--- src/rtl/smg_pkg.sv ---
// Shared constants, digit-entry layout and FSM state type for the
// six-digit seven-segment scan scheduler.
package smg_pkg;

  localparam int NUM_DIGITS = 6;

  // One digit entry: [3:0] hex nibble, [4] decimal point on, [5] blank digit
  localparam int DIGIT_W       = 6;
  localparam int DIG_NIB_LSB   = 0;
  localparam int DIG_NIB_W     = 4;
  localparam int DIG_DP_BIT    = 4;
  localparam int DIG_BLANK_BIT = 5;

  localparam logic [DIGIT_W-1:0] DIGIT_BLANK = 6'h20;

  // All segments dark / no digit selected (both active-low)
  localparam logic [7:0] SEG_OFF  = 8'hFF;
  localparam logic [5:0] SCAN_OFF = 6'h3F;

  typedef enum logic [1:0] {
    IDLE  = 2'd0,
    BLANK = 2'd1,
    SHOW  = 2'd2
  } state_t;

  typedef logic [DIGIT_W-1:0] digit_t;

  // One-cold digit select for digit index idx
  function automatic logic [5:0] scan_select(input logic [2:0] idx);
    return ~(6'd1 << idx);
  endfunction

endpackage

--- src/rtl/smg_seg_decode.sv ---
// Combinational hex-to-seven-segment decoder, active-low outputs.
// seg[7] is the decimal point, seg[6:0] are segments g..a.
module smg_seg_decode
  import smg_pkg::*;
(
  input  logic [3:0] nibble,
  input  logic       dp,
  input  logic       blank,
  output logic [7:0] seg
);

  logic [6:0] glyph;

  // Standard hex glyphs, g..a, low = lit
  always_comb begin
    glyph = 7'h7F;
    case (nibble)
      4'h0: glyph = 7'h40;
      4'h1: glyph = 7'h79;
      4'h2: glyph = 7'h24;
      4'h3: glyph = 7'h30;
      4'h4: glyph = 7'h19;
      4'h5: glyph = 7'h12;
      4'h6: glyph = 7'h02;
      4'h7: glyph = 7'h78;
      4'h8: glyph = 7'h00;
      4'h9: glyph = 7'h10;
      4'hA: glyph = 7'h08;
      4'hB: glyph = 7'h03;
      4'hC: glyph = 7'h46;
      4'hD: glyph = 7'h21;
      4'hE: glyph = 7'h06;
      4'hF: glyph = 7'h0E;
      default: glyph = 7'h7F;
    endcase
  end

  // Blank overrides everything; otherwise dp lit clears bit 7
  always_comb begin
    seg = SEG_OFF;
    if (!blank) begin
      seg = {~dp, glyph};
    end
  end

endmodule

--- src/rtl/smg_scan_sched.sv ---
// Six-digit multiplexed display scan scheduler. A host fills a shadow image;
// a Commit request copies it to the active image at the next frame boundary
// (entry into the blanking slot ahead of digit 0), so a half-written image is
// never displayed. Each digit is shown for DWELL_CYCLES, separated by
// BLANK_CYCLES of all-off to avoid ghosting. All outputs are registered and
// Scan_Sig/SMG_Data always change on the same edge.
//
// Host interface: Wr_En is a single-cycle strobe with no ready; writes are
// accepted every cycle and never stall. Commit is a pulse; Commit_Pending
// reports an accepted request not yet applied.
module smg_scan_sched
  import smg_pkg::*;
#(
  parameter int DWELL_CYCLES = 50000,
  parameter int BLANK_CYCLES = 500,
  parameter int CNT_W        = 16
) (
  input  logic       CLK,
  input  logic       RST,
  input  logic       Enable,
  input  logic       Wr_En,
  input  logic [2:0] Wr_Addr,
  input  logic [5:0] Wr_Data,
  input  logic       Commit,
  output logic       Commit_Pending,
  output logic       Frame_Start,
  output logic [7:0] SMG_Data,
  output logic [5:0] Scan_Sig
);

  localparam logic [CNT_W-1:0] DWELL_LAST = CNT_W'(DWELL_CYCLES - 1);
  localparam logic [CNT_W-1:0] BLANK_LAST = CNT_W'(BLANK_CYCLES - 1);
  localparam logic [2:0]       LAST_IDX   = 3'(NUM_DIGITS - 1);
  localparam logic [2:0]       DIGITS_3B  = 3'(NUM_DIGITS);

  state_t           state, state_next;
  logic [2:0]       idx, idx_next;
  logic [CNT_W-1:0] cnt, cnt_next;
  logic [5:0]       scan_next;
  logic [7:0]       seg_next;
  logic             fs_next;
  logic             frame_edge;

  digit_t shadow [NUM_DIGITS];
  digit_t active [NUM_DIGITS];
  digit_t cur_digit;
  logic [7:0] cur_seg;

  // The digit currently indexed by the scan is the only one ever decoded
  assign cur_digit = active[idx];

  smg_seg_decode u_decode (
    .nibble (cur_digit[DIG_NIB_LSB +: DIG_NIB_W]),
    .dp     (cur_digit[DIG_DP_BIT]),
    .blank  (cur_digit[DIG_BLANK_BIT]),
    .seg    (cur_seg)
  );

  // Next-state, slot counter, digit index and next registered outputs
  always_comb begin
    state_next = state;
    idx_next   = idx;
    cnt_next   = cnt + 1'b1;
    scan_next  = SCAN_OFF;
    seg_next   = SEG_OFF;
    fs_next    = 1'b0;
    frame_edge = 1'b0;
    if (!Enable) begin
      state_next = IDLE;
      idx_next   = '0;
      cnt_next   = '0;
    end else begin
      unique case (state)
        IDLE: begin
          // Starting a scan enters the blank ahead of digit 0: a frame boundary
          state_next = BLANK;
          idx_next   = '0;
          cnt_next   = '0;
          frame_edge = 1'b1;
        end
        BLANK: begin
          if (cnt == BLANK_LAST) begin
            state_next = SHOW;
            cnt_next   = '0;
            scan_next  = scan_select(idx);
            seg_next   = cur_seg;
            fs_next    = (idx == 3'd0);
          end
        end
        SHOW: begin
          if (cnt == DWELL_LAST) begin
            state_next = BLANK;
            cnt_next   = '0;
            if (idx == LAST_IDX) begin
              idx_next   = '0;
              frame_edge = 1'b1;
            end else begin
              idx_next = idx + 1'b1;
            end
          end else begin
            scan_next = scan_select(idx);
            seg_next  = cur_seg;
          end
        end
        default: begin
          state_next = IDLE;
          idx_next   = '0;
          cnt_next   = '0;
        end
      endcase
    end
  end

  // State register and registered display outputs
  always_ff @(posedge CLK) begin
    if (RST) begin
      state       <= IDLE;
      idx         <= '0;
      cnt         <= '0;
      Scan_Sig    <= SCAN_OFF;
      SMG_Data    <= SEG_OFF;
      Frame_Start <= 1'b0;
    end else begin
      state       <= state_next;
      idx         <= idx_next;
      cnt         <= cnt_next;
      Scan_Sig    <= scan_next;
      SMG_Data    <= seg_next;
      Frame_Start <= fs_next;
    end
  end

  // Image banks and commit flag. The transfer copies the pre-edge shadow, so
  // a write in the transfer cycle lands in shadow only; a Commit in that cycle
  // re-arms the flag for the following frame.
  always_ff @(posedge CLK) begin
    if (RST) begin
      for (int i = 0; i < NUM_DIGITS; i++) begin
        shadow[i] <= DIGIT_BLANK;
        active[i] <= DIGIT_BLANK;
      end
      Commit_Pending <= 1'b0;
    end else begin
      if (frame_edge && Commit_Pending) begin
        for (int i = 0; i < NUM_DIGITS; i++) begin
          active[i] <= shadow[i];
        end
        Commit_Pending <= Commit;
      end else begin
        Commit_Pending <= Commit_Pending | Commit;
      end
      if (Wr_En && (Wr_Addr < DIGITS_3B)) begin
        shadow[Wr_Addr] <= Wr_Data;
      end
    end
  end

endmodule

--- config.mk ---
export PLATFORM = sky130hd
export DESIGN_NAME = smg_scan_sched
export DESIGN_NICKNAME = d
export VERILOG_FILES = /design/src/rtl/smg_pkg.sv /design/src/rtl/smg_seg_decode.sv /design/src/rtl/smg_scan_sched.sv
export SDC_FILE = /design/constraint.sdc
export NUM_CORES = 1
export LEC_CHECK = 0
export ABC_AREA = 0
export BUFFER_PORTS_ARGS = -buffer_cell sky130_fd_sc_hd__buf_2
export CAP_MARGIN = 30
export CORE_ASPECT_RATIO = 0.6
export CORE_MARGIN = 2
export CORE_UTILIZATION = 55
export CTS_CLUSTER_SIZE = 28
export DETAILED_ROUTE_END_ITERATION = 6
export GPL_TIMING_DRIVEN = 0
export HOLD_SLACK_MARGIN = 0.15
export PLACE_DENSITY = 0.81
export REMOVE_ABC_BUFFERS = 1
export SLEW_MARGIN = 20
export SYNTH_ARGS = -nofsm -noshare
export SYNTH_HDL_FRONTEND = slang
export SYNTH_SLANG_ARGS = --single-unit
--- constraint.sdc ---
create_clock -name CLK -period 3.8 [get_ports CLK]
set_input_delay 0.19 -clock CLK [delete_from_list [all_inputs] [get_ports CLK]]
set_output_delay 0.19 -clock CLK [all_outputs]
set_load 0.02 [all_outputs]
======== Yosys cells after proc, flatten, opt, wreduce, memory -nomap -nowiden ========
Memories as Yosys holds them, arrays and structs flattened. A register that Yosys moved wholly into a read port is not among the register bits.
Cells that the tools add are included.
cells by class
  reductions and logical operators ........ 9
  bitwise logic cells ..................... 12
  order comparisons ....................... 1
  mux-type cells .......................... 40
  equality and inequality tests ........... 7
  shift-type cells ........................ 1
  $add $sub $neg .......................... 2
operators with widths
  kind                                                                number
  6-bit two-way mux                                                   9
  16-bit two-way mux                                                  2
  16-bit one-hot mux with 2 select lines                              1
  8-bit two-way mux                                                   3
  16-bit by 1-bit adder with 16-bit output (second input constant)    1
  16-bit == test (second input constant)                              1
  16-bit by 9-bit == test with 1-bit output (second input constant)   1
  8-bit one-hot mux with 2 select lines                               1
  3-bit two-way mux                                                   5
  1-bit two-way mux                                                   13
  6-bit one-hot mux with 2 select lines                               1
  1-bit bitwise OR                                                    7
  6-bit inverter                                                      1
  2-bit one-hot mux with 3 select lines                               1
  3-bit one-hot mux with 2 select lines                               1
  6-bit OR reduction                                                  1
  1-bit by 3-bit left shift with 6-bit output (first input constant)  1
  2-bit two-way mux                                                   2
  2-bit inequality test (second input constant)                       2
  1-bit inverter                                                      4
  2-bit AND reduction                                                 2
  4-bit OR reduction                                                  1
  3-bit by 1-bit adder with 3-bit output (second input constant)      1
  3-bit == test (second input constant)                               1
  8 further kinds                                                     9
word-level totals
  memories ................................ 3
  memory bits (read-only) ................. 112
  bits in writable memories ............... 72
  word-level logic and storage cells ...... 82
  flip-flop bits (word level) ............. 37
memory list
  memory            words  bits a word  rd ports  clocked after memory_dff  wr ports  line                  RTL
  (name not given)  16     7            1         0                         0         smg_seg_decode.sv:17  case (nibble)
  active            6      6            1         1                         6         smg_scan_sched.sv:45  digit_t active [NUM_DIGITS];
  shadow            6      6            6         0                         6         smg_scan_sched.sv:44  digit_t shadow [NUM_DIGITS];

======== Logic depth before layout (Yosys ltp) ========
Gate-level depths: netlist (run 1).
  depth after elaboration ................. 10
  mapped depth ............................ 10
  gate-level depth less buffers ........... 9

======== By module ========
From an unflattened synthesis (run 1), not the netlist that was laid out.
unflattened totals
  cells, all modules ...................... 483
  area total of the unflattened synthesis .. 5320.1 µm²
modules (own cells, without submodules)
  module          times used  sequential area each (µm²)  area an instance (µm²)  cells an instance
  smg_scan_sched  1           2962.8                      5021.1                  447
  smg_seg_decode  1           0.0                         299.0                   36

======== Least setup slack after synthesis (run 1) ========
OpenSTA, ideal clock, no wires.
  kind .................................... register to register
  start ................................... register cnt[10]
  end ..................................... memory active[0][0] (netlist bit), enable pin
  data arrival time ....................... 2.674 ns
  stages on the path, launching flop included .. 7
  clock period less this slack ............ 3.066 ns
  buffers on the path ..................... 1
  setup slack ............................. 0.734 ns
  cells stage by stage .................... dfxtp_1 > or4_4 > nor4_1 > a31oi_1 > nor2b_1 > clkbuf_1 > a21o_1
RTL lines
  what                    line                   RTL
  start, declared         smg_scan_sched.sv:38   logic [CNT_W-1:0] cnt, cnt_next;
  start signal, assigned  smg_scan_sched.sv:126  cnt <= cnt_next;
  end, declared           smg_scan_sched.sv:45

==> impl_summary.md, run 1 <==
Clocking
Clock tree synthesis selected as its root buffer the cell sky130_fd_sc_hd__clkbuf_16. The clock network latency to the later pin of the worst-skew pair is 0.35 ns. After clock tree synthesis, the clock-pin slew on the worst setup and hold paths is 0.07 ns. In this run, CTS created clock tree buffers numbering 9. The post-CTS setup buffer count is 0. In this run the deepest clock path goes through 2 buffers. TritonCTS built the clock tree. The H-tree generated during clock tree synthesis spans 3 levels. The number of clock sinks is 112.

Synthesis
The total number of yosys warnings is 0. Summing the areas of all fa, ha and maj instances in the mapped netlist gives 2.823% of the synthesized area. Yosys attributes the largest share of cell area to sky130_fd_sc_hd__edfxtp_1, sky130_fd_sc_hd__dfxtp_1, sky130_fd_sc_hd__and3_1. Each instance of the synthesized netlist takes up on average 12.01 um^2. The leading register cell type out of synthesis is sky130_fd_sc_hd__edfxtp_1. The number of instances in the synthesized netlist is 406. Of the post-synthesis cell area, the dominant cell type holds 44.34%.

The cell accounting for the most synthesized area is sky130_fd_sc_hd__edfxtp_1. In this run, synthesis produced a sequential element count of 112. The cell area that synthesis handed to floorplanning was 0.004876 mm^2.

Ranked by instance count, the synthesized netlist is headed by sky130_fd_sc_hd__edfxtp_1, sky130_fd_sc_hd__nor2_1, sky130_fd_sc_hd__dfxtp_1. The number of enable flip-flop cells after synthesis is 72. By instance count, the leading cell after synthesis is sky130_fd_sc_hd__edfxtp_1. After synthesis, flip-flops and latches occupy 60.76% of the total area.

After synthesis, the share of cell area in mux cells is 6.056%. The compound-cell area share of the yosys netlist is 5.440%. After Yosys synthesis, and, or, nand and nor cells account for 19.35% of the synthesized area. Of the total synthesized cell area, the portion taken by XOR and XNOR cells is 2.694%.

The netlist uses 52 different library cells. After synthesis, the largest family of logic cells by area is simple AND/OR/NAND/NOR gates. The share of synthesized registers carrying an async set or reset is 0%.

Run status
The run finished with clean final reports.

Timing
The count of pins over their slew limit is 0. The worst path meets setup with 0.4295 ns of slack. For the final database, setup skew stands at 0.006694 ns.

Hold timing on the final database bottoms out at a slack of 0.1700 ns. The final clock period utilization by the worst path is 88.70%. Setup violations remaining at the end of the flow were counted as 0. At the pin with the least slew margin, the transition time is 0.9200 ns.

The max-slew headroom at the worst pin is 37.45%. Based on the critical path, the design can be clocked at up to 0.2967 GHz. For the finished layout, the period the worst path requires is 3.370 ns. Setup repair after global routing left no endpoint under its margin. The final count of hold timing violations is 0.

Power and ir drop
The switching part of the total power is 20.55%. The total power is 2.484 mW. Sequential cells account for 54.7% of the total power. The power per cell area is 453.5 mW/mm^2. The cell-internal power is 1.974 mW. Of the total power, the clock network draws 39.6%. In this run, the combinational gates consume 5.6% of the power. In this run the static leakage power is 2.059 nW. The worst ir drop on vdd is 286.4 uV.

The analysis attributes to net switching a power of 510.6 uW.

Cells and area
The number of nets in the finished design is 459. Summing all multi-input logic gate instances after layout gives 0.001788 mm^2. Fill cells in the final layout number 613. The number of diodes added for antenna fixing is 0. From synthesis to final layout, the design area changed by 12.34%. Of the cells placed in the final design, the portion with a size suffix greater than 1 is 16.63%.

The area occupied by registers is 0.002963 mm^2.

Floorplanning
The total core area is 0.008556 mm^2. Pin placement for this block handled 30 I/O pins. The die covers 0.009659 mm^2. Once the floorplan was initialized, standard cells occupied 56.99% of the core.

The floorplan row count is 26. The die span in y is 76.93 um. The x dimension of the die is 125.6 um.

Drt
In the routed design, unresolved DRC markers number 0. For this block, the routed nets add up to 9682 um of wire. The number of nets still failing antenna checks after routing is 0. In this run, the number of DRC markers left after iteration 0 of detailed routing was 385.

The average routed wire per standard cell is 17.57 um. The number of iterations in the first detailed-routing pass is 5. The detail-routed via count per cell is 5.891. The total via count in the routed design is 3246.

Global route
After global routing the overflow that remains totals 0. Global routing consumed, over all layers together, 21.43% of the routing resources. The wire length of the first global-routing pass is 15990 um. The via count of the first global-routing pass is 3153. The initial antenna violation count is 0. Entering global routing, the biggest net connects 37 pins.

Worst setup path
The largest fanout on the critical path is 36. The setup path with the least slack is of type flip-flop to flip-flop. The required time at the worst-slack endpoint is 3.78 ns.

The type of element launching the critical path is a flip-flop. The nature of the critical path endpoint is a flip-flop. The endpoint arrival time on the critical path is 3.35 ns.

Placed design
The count of port buffers added during placement is 29. At the end of routability-driven placement, the weighted congestion stood at 0.8842. Detailed placement finished with a half-perimeter wire length of 6599 um. Before CTS, the worst setup slack after placement is 0.2542 ns.

Flow run
The number of max-capacitance violations reported is 0.

Worst hold path
The class of the tightest hold or removal check is primary input to flip-flop.
[placed cells by master (no fill, tap or decap), types with 2 or more instances in the layout]
cell	count
sky130_fd_sc_hd__clkbuf_8	3
sky130_fd_sc_hd__and4_1	2
sky130_fd_sc_hd__nand4_1	6
sky130_fd_sc_hd__nand3_1	13
sky130_fd_sc_hd__nor3b_1	3
sky130_fd_sc_hd__mux2i_1	6
sky130_fd_sc_hd__edfxtp_1	72
sky130_fd_sc_hd__nor2_1	48
sky130_fd_sc_hd__nand2_1	18
sky130_fd_sc_hd__clkbuf_16	11
sky130_fd_sc_hd__mux4_2	6
sky130_fd_sc_hd__nand2_4	2
sky130_fd_sc_hd__and3_1	36
sky130_fd_sc_hd__or4_4	2
sky130_fd_sc_hd__buf_2	29
sky130_fd_sc_hd__mux2_2	8
sky130_fd_sc_hd__a221oi_1	4
sky130_fd_sc_hd__o21ai_0	14
sky130_fd_sc_hd__o31ai_1	2
sky130_fd_sc_hd__nor4_1	2
sky130_fd_sc_hd__dlygate4sd3_1	4
sky130_fd_sc_hd__nor3_1	6
sky130_fd_sc_hd__inv_1	16
sky130_fd_sc_hd__dfxtp_1	40
sky130_fd_sc_hd__xor2_1	9
sky130_fd_sc_hd__ha_1	11
sky130_fd_sc_hd__xnor2_1	6
sky130_fd_sc_hd__a21oi_1	9
sky130_fd_sc_hd__or3_1	2
sky130_fd_sc_hd__and2_1	9
sky130_fd_sc_hd__a2111oi_0	2
sky130_fd_sc_hd__or2_2	2
sky130_fd_sc_hd__nand2b_1	11
[per-layer routing]
| layer | up-vias | global-route usage (%) | wire length, um |
|---|---|---|---|
| li1 | 1529 | - | - |
| met1 | 1563 | 29.44 | 4316 |
| met2 | 139 | 33.78 | 4408 |
| met3 | 15 | 6.071 | 794 |
| met4 | 0 | 5.889 | 163 |
| met5 | - | 0 | 0 |
[through the flow]
step           instances  util [%]  area (um^2)  setup TNS, ns
2_1_floorplan        389         -         4796              0
3_3_place_gp         530     59.39         5081         -19.21
3_5_place_dp         531     59.64         5102              0
4_1_cts              551     63.97         5473              0
5_1_grt              551     64.02         5478              0
6_report             551     64.02         5478              0
[critical path: stages (launching register included)]
cell and delay (ns):
sky130_fd_sc_hd__dfxtp_1 0.39, sky130_fd_sc_hd__or4bb_1 0.56, sky130_fd_sc_hd__nor4_1 0.54, sky130_fd_sc_hd__a31oi_1 0.26
sky130_fd_sc_hd__nor2b_4 0.48, sky130_fd_sc_hd__a21o_2 0.75
[path summary, 6_finish.rpt]
path	start	end	slack, ns	cells past startpoint
hold / removal	Wr_Data[1]	shadow[2][1]	0.17	2
setup / recovery	cnt[15]	active[4][0]	0.43	5
hold reg to reg	cnt[0]	cnt[0]	0.46	1
setup reg to reg	cnt[15]	active[4][0]	0.43	5
[flip-flops by register name, summed over array words and instances (netlist names), named ones only]
register,cells
active,36
shadow,36
cnt,16
SMG_Data,8
Scan_Sig,6
idx,3
state,2
Commit_Pending,1
Frame_Start,1
[power groups by stage]
stage	combinational, mW	clock (mW)	sequential [mW]
3_5_place_dp	0.134	0	1.39
6_report	0.140	0.985	1.36
3_3_place_gp	0.127	0	1.38
2_1_floorplan	0.0808	0	1.39
4_1_cts	0.137	0.996	1.36
5_1_grt	0.153	1.04	1.36
[final cells by class]
cell class              count  share of cell area [%]
clock buffers              14                   5.779
clock inverters             2                  0.2513
inverters                  16                   1.096
multi-input cells         261                   32.64
flip-flops and latches    112                   54.09
well taps                 112                   2.558
repair buffers             34                   3.586
[kinds of logic (layout without fill, tap and decap cells)]
| kind of cell | count (synthesis) | in the layout |
|---|---|---|
| AOI/OAI and AO/OA | 41 | 41 |
| xor gates and xnor gates | 15 | 15 |
| adders and majority gates | 11 | 11 |
| buffers and inverters | 33 | 66 |
| DFF | 112 | 112 |
| muxes | 21 | 21 |
| and+or+nand+nor | 173 | 173 |
[what timing repair did]
item | in CTS | in global routing
hold buffers | 4 | 0
endpoints found under the hold margin | 5 | 0
endpoints found under the setup margin | 0 | 36
resized for setup | 0 | 1
(Power assumes the default switching activity.)
==> inputs of run 2 (changes only) <==
Settings changed: SKIP_LAST_GASP set to 1.
Clock period 3.8 ns to 3.5 ns, I/O delays scaled along.
==> impl_summary.md, run 2 (synthesized netlist as in run 1, its figures left out) <==
Floorplanning
The floorplan row count is 26. The die covers 0.009659 mm^2. The floorplan step set the die height to 76.93 um.

30 I/O pins were placed. In this run the horizontal extent of the chip is 125.6 um. The initial core utilization is 56.99%. The total area inside the core boundary comes to 0.008556 mm^2.

Timing
The shortest period the worst path allows is 3.308 ns. At the pin with the least slew margin, the transition time is 0.9265 ns. The count of pins over their slew limit is 0. Setup repair after global routing left no endpoint under its margin. The final count of hold timing violations is 0. The final clock period utilization by the worst path is 94.51%.

The final-report setup violation count is 0. The achievable clock frequency is 0.3023 GHz. Adding up every negative setup slack in the final design gives 0 ns. The tightest hold margin is 0.1853 ns. The max-slew headroom at the worst pin is 37.01%. Clock skew on the completed layout was measured at 0.005634 ns.

Clocking
The deepest clock path buffer count is 2. The total clock buffers created by CTS is 9. The TritonCTS clock tree is built. The number of setup buffers added after CTS is 0.

The maximum level of the CTS H-tree is 3. The clock tree root driver cell is sky130_fd_sc_hd__clkbuf_16. The number of clock sinks is 112. The clock reaches the later pin of the worst-skew pair after 0.35 ns. The clock transition at the registers of the reported paths is 0.07 ns.

Worst setup path
Data on the critical path arrives at its endpoint at 3.52 ns. STA puts the critical path data required time at 3.71 ns. In this run the worst path has a maximum fanout of 12.

The largest stage delay on the critical path is 0.84 ns. Traced cell by cell, the critical path runs through mux4_2, mux2i_1, inv_1, ha_1, inv_1, nor2_1, a2111oi_0, o31ai_1. STA classifies the critical path endpoint as a flip-flop. For this design, the slowest cell found on the critical path is sky130_fd_sc_hd__dfxtp_1. STA classifies the critical path startpoint as a flip-flop.

In this design, the largest share of critical-path delay is due to multiplexers. Among the stages of the critical path, the cell type that occurs most often is sky130_fd_sc_hd__inv_1. The critical path in this run is classified as flip-flop to flip-flop. The number of buffer and inverter stages on the critical path is 2.

Cells and area
Fill cells in the final layout number 608. The multi-input combinational cell area is 0.001789 mm^2. The number of diodes added for antenna fixing is 0. After routing the design area is 0.005520 mm^2. The largest registers in the layout are active (36), shadow (36), cnt (16). The area added between synthesis and finish is 13.22%.

Of the cells placed in the final design, the portion with a size suffix greater than 1 is 16.70%. In the layout the commonest cells are sky130_fd_sc_hd__edfxtp_1, sky130_fd_sc_hd__nor2_1, sky130_fd_sc_hd__dfxtp_1. The number of nets in the finished design is 463.

The library cell used most frequently in the layout, excluding fill and tap cells, is sky130_fd_sc_hd__edfxtp_1. The post-route core utilization is 64.52%. Summing all flip-flop and latch instances after layout gives 0.002963 mm^2.

Placed design
In this run the cell area measured after placement is 0.005102 mm^2. The routability congestion estimate from global placement is 0.8842. Detailed placement finished with a half-perimeter wire length of 6599 um. The count of buffers added on input and output ports is 29.

Global route
Entering global routing, the biggest net connects 37 pins. The total overflow left after global routing is 0. The initial antenna violation count is 0.

The wire length of the first global-routing pass is 16000 um. The overall track demand over capacity in global routing is 21.45%. The via count of the first global-routing pass is 3165.

Power and ir drop
IR analysis of the VDD net gives a maximum drop of 309.3 uV. The power per cell area is 489.6 mW/mm^2. The static leakage is 2.076 nW. The total power is 2.702 mW.

Drt
After the first detailed-routing iteration, the DRC count stood at 393. The detailed-route DRC error count is 0. In the final routed layout, each cell accounts on average for 17.43 um. The count of nets left with antenna violations once routing finished came out at 0. The total wire length after detailed routing is 9674 um. The detail-routed via count per cell is 5.856. The number of iterations in the first detailed-routing pass is 4. For this block, the via count after detailed routing is 3250.

Run status
The run finished with clean final reports.

Flow run
Across the run, the number of max-cap violations was 0.

Worst hold path
The class of the tightest hold or removal check is primary input to flip-flop.
## run 2: final cells by class
| cell class | count | area share [%] |
|---|---|---|
| clock buffer | 14 | 5.734 |
| clock inverter | 2 | 0.2493 |
| timing repair buffer | 38 | 4.306 |
| sequential | 112 | 53.67 |
| tap | 112 | 2.539 |
| multi-input combinational | 261 | 32.41 |
| inverter | 16 | 1.088 |
## run 2: per-layer routing
metal	part of all wire (%)	up-vias	wire [um]	track usage, %
met1	45	1558	4336	29.52
met5	0	-	0	0
met2	46	138	4447	33.78
met3	7.6	13	740	6.071
met4	1.6	0	150	5.778
li1	-	1541	-	-
## run 2: final timing paths
path	start	slack (ns)	endpoint	depth (start not counted)
max reg2reg	flip-flop	0.19	SMG_Data[3]	8
min reg2reg	cnt[0]	0.46	cnt[0]	1
min	RST	0.19	Commit_Pending	2
max	flip-flop	0.19	SMG_Data[3]	8
## run 2: repair_timing
item,in CTS,in global routing
endpoints found under the hold margin,11,0
gates resized for setup,1,0
setup endpoints to repair,36,0
hold buffers,7,0
## run 2: report_power, final
| part | internal (mW) | switching, mW | total (mW) |
|---|---|---|---|
| logic | 0.0552 | 0.102 | 0.157 |
| registers | 1.46 | 0.0137 | 1.48 |
| clock network | 0.629 | 0.440 | 1.07 |
| total | 2.15 | 0.556 | 2.70 |
## run 2: stage by stage
step,setup WS [ns],cells
floorplan,0.05072,389
global placement,-0.8356,530
CTS,0.1969,554
finish,0.1923,555
global route,0.05574,555
detailed placement,-0.04577,531
